<file path="config.mk">
export PLATFORM = sky130hd
export DESIGN_NAME = shift_issue_stage_flat
export DESIGN_NICKNAME = d
export VERILOG_FILES = /design/src/rtl/shift_issue_stage_if.sv /design/src/rtl/shift_issue_stage.sv /design/src/flat_wrapper.sv
export SDC_FILE = /design/constraint.sdc
export NUM_CORES = 1
export LEC_CHECK = 0
export ABC_AREA = 1
export BUFFER_PORTS_ARGS = -buffer_cell sky130_fd_sc_hd__buf_2
export CAP_MARGIN = 30
export CORE_UTILIZATION = 50
export DETAILED_ROUTE_END_ITERATION = 6
export PLACE_DENSITY_LB_ADDON = 0.1
export SLEW_MARGIN = 20
export SYNTH_ARGS = -nofsm -noshare
export SYNTH_HDL_FRONTEND = slang
export SYNTH_SLANG_ARGS = --single-unit
</file>
<file path="constraint.sdc">
create_clock -name clk -period 4.67 [get_ports clk]
set_input_delay 0.2335 -clock clk [delete_from_list [all_inputs] [get_ports clk]]
set_output_delay 0.2335 -clock clk [all_outputs]
set_load 0.02 [all_outputs]
</file>
<file path="src/rtl/shift_issue_stage_if.sv">
// shift_issue_stage_if: operand, shifter and writeback handshake bundle of the shift issue stage
interface shift_issue_stage_if #(parameter int CNT_W = 16);
  logic             in_valid;
  logic             in_ready;
  logic [15:0]      in_data;
  logic             in_dir;
  logic [3:0]       in_amt;
  logic             in_lui;
  logic [7:0]       in_imm;
  logic [2:0]       in_rd;
  logic [15:0]      sh_in;
  logic [4:0]       sh_rlamount;
  logic             sh_lui;
  logic [15:0]      sh_out;
  logic             out_valid;
  logic             out_ready;
  logic [15:0]      out_data;
  logic [2:0]       out_rd;
  logic [CNT_W-1:0] ops_done;
  modport slave (
    input  in_valid, in_data, in_dir, in_amt, in_lui, in_imm, in_rd, sh_out, out_ready,
    output in_ready, sh_in, sh_rlamount, sh_lui, out_valid, out_data, out_rd, ops_done
  );
  modport master (
    output in_valid, in_data, in_dir, in_amt, in_lui, in_imm, in_rd, sh_out, out_ready,
    input  in_ready, sh_in, sh_rlamount, sh_lui, out_valid, out_data, out_rd, ops_done
  );
endinterface

</file>
<file path="src/rtl/shift_issue_stage.sv">
// shift_issue_stage: operand register feeding an external shifter, result FIFO with registered head
module shift_issue_stage #(
  parameter int OUT_DEPTH = 2,
  parameter int CNT_W     = 16
) (
  input  logic               clk,
  input  logic               reset,
  shift_issue_stage_if.slave io
);
  localparam int PW = $clog2(OUT_DEPTH);
  localparam int CW = PW + 1;
  localparam logic [CW-1:0] FULL = CW'(OUT_DEPTH);
  logic             s1_valid_q, s1_valid_d;
  logic [15:0]      sh_in_q, sh_in_d;
  logic [4:0]       sh_rlamount_q, sh_rlamount_d;
  logic             sh_lui_q, sh_lui_d;
  logic [2:0]       s1_rd_q, s1_rd_d;
  logic [PW-1:0]    wr_ptr_q, wr_ptr_d, rd_ptr_q, rd_ptr_d;
  logic [CW-1:0]    count_q, count_d;
  logic             out_valid_q, out_valid_d;
  logic [15:0]      out_data_q, out_data_d;
  logic [2:0]       out_rd_q, out_rd_d;
  logic [CNT_W-1:0] ops_done_q, ops_done_d;
  logic [15:0]      data_mem [OUT_DEPTH];
  logic [2:0]       rd_mem [OUT_DEPTH];
  logic             push, pop, load, bypass;
  // handshake: a full buffer still takes S1 when the head leaves in the same cycle
  always_comb begin
    pop  = out_valid_q & io.out_ready;
    push = s1_valid_q & ((count_q != FULL) | pop);
    load = io.in_valid & (!s1_valid_q | push);
  end
  // S1 operand register; LUI ignores data/dir/amt and presents the immediate in the low byte
  always_comb begin
    s1_valid_d    = load | (s1_valid_q & !push);
    sh_in_d       = load ? (io.in_lui ? {8'h00, io.in_imm} : io.in_data) : sh_in_q;
    sh_rlamount_d = load ? (io.in_lui ? 5'd0 : {io.in_dir, io.in_amt}) : sh_rlamount_q;
    sh_lui_d      = load ? io.in_lui : sh_lui_q;
    s1_rd_d       = load ? io.in_rd : s1_rd_q;
  end
  // buffer bookkeeping; the head register is refilled from the slot that becomes head,
  // taking the shifter result directly when that slot is the one being written now
  always_comb begin
    wr_ptr_d    = wr_ptr_q + PW'(push);
    rd_ptr_d    = rd_ptr_q + PW'(pop);
    count_d     = count_q + CW'(push) - CW'(pop);
    out_valid_d = count_d != '0;
    bypass      = push & (wr_ptr_q == rd_ptr_d);
    out_data_d  = !out_valid_d ? out_data_q : bypass ? io.sh_out : data_mem[rd_ptr_d];
    out_rd_d    = !out_valid_d ? out_rd_q : bypass ? s1_rd_q : rd_mem[rd_ptr_d];
    ops_done_d  = ops_done_q + CNT_W'(pop);
  end
  // state registers with synchronous reset
  always_ff @(posedge clk) begin
    if (reset) begin
      s1_valid_q    <= 1'b0;
      sh_in_q       <= '0;
      sh_rlamount_q <= '0;
      sh_lui_q      <= 1'b0;
      s1_rd_q       <= '0;
      wr_ptr_q      <= '0;
      rd_ptr_q      <= '0;
      count_q       <= '0;
      out_valid_q   <= 1'b0;
      out_data_q    <= '0;
      out_rd_q      <= '0;
      ops_done_q    <= '0;
    end else begin
      s1_valid_q    <= s1_valid_d;
      sh_in_q       <= sh_in_d;
      sh_rlamount_q <= sh_rlamount_d;
      sh_lui_q      <= sh_lui_d;
      s1_rd_q       <= s1_rd_d;
      wr_ptr_q      <= wr_ptr_d;
      rd_ptr_q      <= rd_ptr_d;
      count_q       <= count_d;
      out_valid_q   <= out_valid_d;
      out_data_q    <= out_data_d;
      out_rd_q      <= out_rd_d;
      ops_done_q    <= ops_done_d;
    end
  end
  // result storage; contents are only meaningful between write and read pointer
  always_ff @(posedge clk) begin
    if (push) begin
      data_mem[wr_ptr_q] <= io.sh_out;
      rd_mem[wr_ptr_q]   <= s1_rd_q;
    end
  end
  assign io.in_ready    = !s1_valid_q | push;
  assign io.sh_in       = sh_in_q;
  assign io.sh_rlamount = sh_rlamount_q;
  assign io.sh_lui      = sh_lui_q;
  assign io.out_valid   = out_valid_q;
  assign io.out_data    = out_data_q;
  assign io.out_rd      = out_rd_q;
  assign io.ops_done    = ops_done_q;
endmodule

</file>
<file path="src/flat_wrapper.sv">
// flat-port wrapper written by rule: the top's interface ports become plain ports
module shift_issue_stage_flat 
#(
  parameter int OUT_DEPTH = 2,
  parameter int CNT_W     = 16
)
  (clk, reset, io_in_valid, io_in_data, io_in_dir, io_in_amt, io_in_lui, io_in_imm, io_in_rd, io_sh_out, io_out_ready, io_in_ready, io_sh_in, io_sh_rlamount, io_sh_lui, io_out_valid, io_out_data, io_out_rd, io_ops_done);
  shift_issue_stage_if #(.CNT_W(CNT_W)) io_i ();
  input  logic clk;
  input  logic reset;
  input wire logic [$bits(io_i.in_valid)-1:0] io_in_valid;
  input wire logic [$bits(io_i.in_data)-1:0] io_in_data;
  input wire logic [$bits(io_i.in_dir)-1:0] io_in_dir;
  input wire logic [$bits(io_i.in_amt)-1:0] io_in_amt;
  input wire logic [$bits(io_i.in_lui)-1:0] io_in_lui;
  input wire logic [$bits(io_i.in_imm)-1:0] io_in_imm;
  input wire logic [$bits(io_i.in_rd)-1:0] io_in_rd;
  input wire logic [$bits(io_i.sh_out)-1:0] io_sh_out;
  input wire logic [$bits(io_i.out_ready)-1:0] io_out_ready;
  output wire logic [$bits(io_i.in_ready)-1:0] io_in_ready;
  output wire logic [$bits(io_i.sh_in)-1:0] io_sh_in;
  output wire logic [$bits(io_i.sh_rlamount)-1:0] io_sh_rlamount;
  output wire logic [$bits(io_i.sh_lui)-1:0] io_sh_lui;
  output wire logic [$bits(io_i.out_valid)-1:0] io_out_valid;
  output wire logic [$bits(io_i.out_data)-1:0] io_out_data;
  output wire logic [$bits(io_i.out_rd)-1:0] io_out_rd;
  output wire logic [$bits(io_i.ops_done)-1:0] io_ops_done;
  assign io_i.in_valid = io_in_valid;
  assign io_i.in_data = io_in_data;
  assign io_i.in_dir = io_in_dir;
  assign io_i.in_amt = io_in_amt;
  assign io_i.in_lui = io_in_lui;
  assign io_i.in_imm = io_in_imm;
  assign io_i.in_rd = io_in_rd;
  assign io_i.sh_out = io_sh_out;
  assign io_i.out_ready = io_out_ready;
  assign io_in_ready = io_i.in_ready;
  assign io_sh_in = io_i.sh_in;
  assign io_sh_rlamount = io_i.sh_rlamount;
  assign io_sh_lui = io_i.sh_lui;
  assign io_out_valid = io_i.out_valid;
  assign io_out_data = io_i.out_data;
  assign io_out_rd = io_i.out_rd;
  assign io_ops_done = io_i.ops_done;
  shift_issue_stage #(.OUT_DEPTH(OUT_DEPTH), .CNT_W(CNT_W)) u_core (.clk(clk), .reset(reset), .io(io_i));
endmodule
</file>
Word-level counts from Yosys, hierarchy flattened:

Memory sizes are Yosys's and may differ from the RTL's. A register that Yosys moved wholly into a read port is not among the register bits.
Index checks and enable logic that the tools add are counted.

* RAM bits: 38
* memories: 2
* input port bits: 53
* output and inout port bits: 59
* register bits: 47
* word-level logic and storage cells: 32

* $add $sub $neg: 5
* reduce and logical (&&, ||, !) cells: 3
* eq/ne operators: 1
* mux-type cells: 4
* bitwise operators: 7

Memory list
* u_core.data_mem: depth 2, width 16, read ports 1, clocked after memory_dff 1, write ports 1, RTL line shift_issue_stage.sv:24 `logic [15:0] data_mem [OUT_DEPTH];`
* u_core.rd_mem: depth 2, width 3, read ports 1, clocked after memory_dff 1, write ports 1, RTL line shift_issue_stage.sv:25 `logic [2:0] rd_mem [OUT_DEPTH];`

Operators by type and width (number)
* 16-bit by 1-bit adder with 16-bit output: 1
* 16-bit two-way mux: 1
* 5-bit two-way mux: 1
* 1-bit bitwise AND: 4
* 1-bit bitwise OR: 3
* 1-bit adder: 2
* 2-bit by 1-bit adder with 2-bit output: 1
* 1-bit zero test: 2
* 1-bit two-way mux: 2
* 2-bit != test (second input constant): 1
* 2-bit nonzero test: 1
* 2-bit by 1-bit subtractor with 2-bit output: 1

Logic depth before layout (Yosys ltp):

* depth in word-level cells: 6
* mapped depth: 12

Worst setup path before layout:

OpenSTA, ideal clock, no wires.

* kind: register to register
* from: reg u_core.out_valid_q (netlist: u_core.io.out_valid)
* to: mem u_core.data_mem[1][0] (enable)
* stages on the path, launching flop included: 5
* path buffers: 0
* setup slack: 2.654 ns
* arrival: 1.620 ns
* clock period less this slack: 2.016 ns
* library setup time: 0.396 ns
* path through: dfxtp_1 > nand2_2 > nand3_2 > nand2_2 > nor2_1

* cells in the longest elaborated chain, start to end: 5

Ends and longest elaborated chain
* start, declared: RTL line shift_issue_stage.sv:20 `logic out_valid_q, out_valid_d;`
* start signal, assigned: RTL line shift_issue_stage.sv:77 `out_valid_q <= out_valid_d;`
* 1-bit bitwise AND: RTL line shift_issue_stage.sv:29 `pop = out_valid_q & io.out_ready;`
* 1-bit bitwise OR: RTL line shift_issue_stage.sv:30 `push = s1_valid_q & ((count_q != FULL) | pop);`
* 1-bit bitwise AND: RTL line shift_issue_stage.sv:30
* 1-bit two-way mux: RTL line shift_issue_stage.sv:85 `if (push) begin`
* 1-bit two-way mux (not written as such): RTL line shift_issue_stage.sv:86 `data_mem[wr_ptr_q] <= io.sh_out;`
* end, declared: RTL line shift_issue_stage.sv:24

No other way between the ends.

Worst setup path in the final report:

* from: reg u_core.out_valid_q (netlist: u_core.io.out_valid)
* to: reg u_core.out_rd_q[1] (netlist: u_core.io.out_rd[1]) (read register of u_core.rd_mem)

* cells in the longest elaborated chain, start to end: 6
* elaborated cells on any way between the ends: 7
* those cells by class: add/sub: 3; bitwise: 3; reduce/logical: 1

Ends and longest elaborated chain
* 1-bit bitwise AND *: RTL line shift_issue_stage.sv:29
* 1-bit bitwise OR: RTL line shift_issue_stage.sv:30
* 1-bit bitwise AND: RTL line shift_issue_stage.sv:30
* 2-bit by 1-bit adder with 2-bit output: RTL line shift_issue_stage.sv:46 `count_d = count_q + CW'(push) - CW'(pop);`
* 2-bit by 1-bit subtractor with 2-bit output: RTL line shift_issue_stage.sv:46
* 2-bit nonzero test: RTL line shift_issue_stage.sv:47 `out_valid_d = count_d != '0;`
* end, declared: RTL line shift_issue_stage.sv:22 `logic [2:0] out_rd_q, out_rd_d;`

Every way passes the cells marked *; elsewhere a longest branch is shown, timed or not.
A chain may end at the register's enable or synchronous reset.

==> flow_summary.json <==
{
  "status": "finished, final reports clean",
  "layout-drive-gt1-share": 0.216,
  "clock-sinks": 104,
  "vias_per_cell": 5.06,
  "drc": 0,
  "fmax_ghz": 0.342,
  "min_period_ps": 2920,
  "dr_wl_met3_um": 750,
  "dieArea_um2": 9340,
  "htree_levels": 3,
  "p_leak_uw": 0.00254,
  "ios": 112,
  "wl_met1_um": 4550,
  "grt_util_all_layers": 0.229,
  "top_layer": "met4",
  "synthDistinctLibCells": 29,
  "max_stage_delay_ps": 670,
  "first_global_vias": 3703,
  "finalPower_uw": 2430,
  "cts_made_buffers": 9,
  "die_x_um": 96.6,
  "max_cap_violations": 0,
  "cts_setup_buffers": 0,
  "place.gp.congestion": 0.825,
  "p_sw_uw": 836,
  "path_cells": "nand3_1 > nand2_1 > nand2_1 > nand2_1 > nand2_2 > nand2_1 > nand2_1 > nor2_1 > nor2_1",
  "p_sw_frac": 0.343,
  "dr_total_vias": 3870,
  "hp-class": "input pin to register",
  "port_buffers": 111,
  "initial_utilization": 0.516,
  "pre_cts_ws_ps": 1780,
  "crit_path_start_kind": "register",
  "power_density_nw_per_um2": 458,
  "area_growth_pct": 18.6,
  "tightest_slew_ps": 917,
  "antenna_found_initial": 0,
  "finalHoldViolCount": 0,
  "detail-route-antenna-nets": 0,
  "setup_tns_ps": 0,
  "routed_wl_um": 10300,
  "worstSetupEndpointType": "register",
  "synth.net_count": 610,
  "power.internal_uw": 1600,
  "share_seq_of_total_power": 0.452,
  "core_um2": 8680,
  "row_count": 34,
  "synthesis.area_um2": 4480,
  "crit_slowest_cell": "nand3_1",
  "cts_tree": "done",
  "crit_top_cell": "nand2_1",
  "nets": 708,
  "syn_avg_cell_area_um2": 8.08,
  "diodes": 0,
  "cp_max_fo": 21,
  "power_frac_comb": 0.293,
  "ys_ff_latch": 104,
  "cts.path.max_buffers": 2,
  "peakVddDrop_mv": 0.193,
  "clk_pin_slew_ps": 90,
  "finClkSkew_ps": 16.2,
  "setup_violations": 0,
  "rsz0062_at_grt": "no",
  "grt_pass1_wl_um": 17300,
  "slew_violations": 0,
  "netlist_instances": 554,
  "wl_met2_um": 4870,
  "first_pass_iters": 5,
  "grt_max_degree": 31,
  "post-dp-hpwl_um": 6950,
  "yosysWarnings": 0,
  "die_y_um": 96.6,
  "p_clk_frac": 0.255,
  "clk_latency_ps": 360,
  "worst_slack_ps": 1750,
  "post_cts_resized": 0,
  "max_slew_margin": 0.387,
  "cp.arrival_ps": 3180,
  "final_common_cell": "nand2_1",
  "layout_common_cells": "nand2_1 (161), buf_2 (111), nor2_1 (72)",
  "synth_seq_area_share": 0.550,
  "postCtsHoldBufs": 0,
  "drt_iter0_drc": 215,
  "required_ps": 4930,
  "cts-root-buf": "clkbuf_8",
  "wl_per_cell_um": 13.5,
  "grt_overflow": 0,
  "critical_path_class": "register to register",
  "min_period_over_period": 0.626
}
==> worst paths after layout <==
check / start / to / slack [ps] / cells past startpoint
worst min-delay path: io_sh_out[11] / u_core.data_mem[0][11] / 80 / 1
worst max register to register: u_core.io.out_valid / u_core.io.out_rd[1] / 1750 / 9
worst max-delay path: u_core.io.out_valid / u_core.io.out_rd[1] / 1750 / 9
worst min register to register: u_core.io.sh_in[15] / u_core.io.sh_in[15] / 470 / 2
==> stage by stage <==
| stage | std cells | utilization | hold slack (ps) | cell area [µm²] |
|---|---|---|---|---|
| after detailed placement | 749 | 0.584 | 448 | 5070 |
| final | 765 | 0.612 | 83.7 | 5310 |
| after CTS | 765 | 0.612 | 60.3 | 5310 |
| after floorplan | 554 | - | 332 | 4480 |
| after global routing | 765 | 0.612 | 64.1 | 5310 |
| after global placement | 748 | 0.581 | 442 | 5040 |
==> worst max-delay path: cells and delay by family (launching register included) <==
family	cells	cell delay, ps
simple gates	9	2460
flops	1	370
==> layer usage <==
layer  global-route usage  vias up
met5                    0        -
met4               0.0861        0
met3               0.0592       10
met2                0.372      132
met1                0.293     1750
li1                     -     1978
==> power by group through the flow <==
stage          logic [µW]  clock network [µW]  registers, µW
2_1_floorplan         436                   0           1210
3_3_place_gp          696                   0           1120
3_5_place_dp          716                   0           1120
4_1_cts               719                 636           1100
5_1_grt               805                 680           1110
6_report              713                 621           1100
==> cells in the mapped netlist (all sizes together) <==
master | number | area, µm²
nand4 | 5 | 37.5
a21bo | 1 | 10.0
or2 | 1 | 6.26
clkbuf | 7 | 26.3
clkinv | 1 | 3.75
nand3 | 65 | 330
inv | 45 | 169
nor2 | 74 | 283
xor2 | 1 | 8.76
dfxtp | 66 | 1320
edfxtp | 38 | 1140
ha | 3 | 37.5
o21a | 1 | 7.51
mux2i | 8 | 80.1
nand3b | 1 | 7.51
buf | 21 | 123
a21oi | 30 | 150
nor3 | 6 | 30.0
o21ai | 14 | 70.1
nand2 | 165 | 629
a31oi | 1 | 6.26
==> cell type report <==
cell class / count / area, µm²
repair buffers: 115 / 606
clock buffers: 14 / 228
inverters: 46 / 173
multi-input cells: 376 / 1690
fillers: 823 / 3370
clock inverters: 2 / 11.3
flip-flops and latches: 104 / 2460
well taps: 108 / 135
==> cells by family after synthesis <==
group | synth area share
AO/OA/AOI/OAI | 0.0545
XOR/XNOR | 0.00196
adder cells (fa/ha/maj) | 0.00838
buffers and inverters | 0.0718
flip-flops | 0.550
multiplexers | 0.0179
AND/OR/NAND/NOR | 0.296
==> registers in the layout, indices dropped and copies added, names as in the netlist <==
name	flops
u_core.wr_ptr_q	1
u_core.io.out_rd	3
u_core.s1_rd_q	3
u_core.io.out_valid	1
u_core.data_mem	32
u_core.rd_ptr_q	1
u_core.io.sh_in	16
u_core.io.out_data	16
u_core.io.ops_done	16
u_core.io.sh_rlamount	5
u_core.s1_valid_q	1
u_core.io.sh_lui	1
u_core.count_q	2
u_core.rd_mem	6
Note: power is estimated with default switching activity, not from simulation.
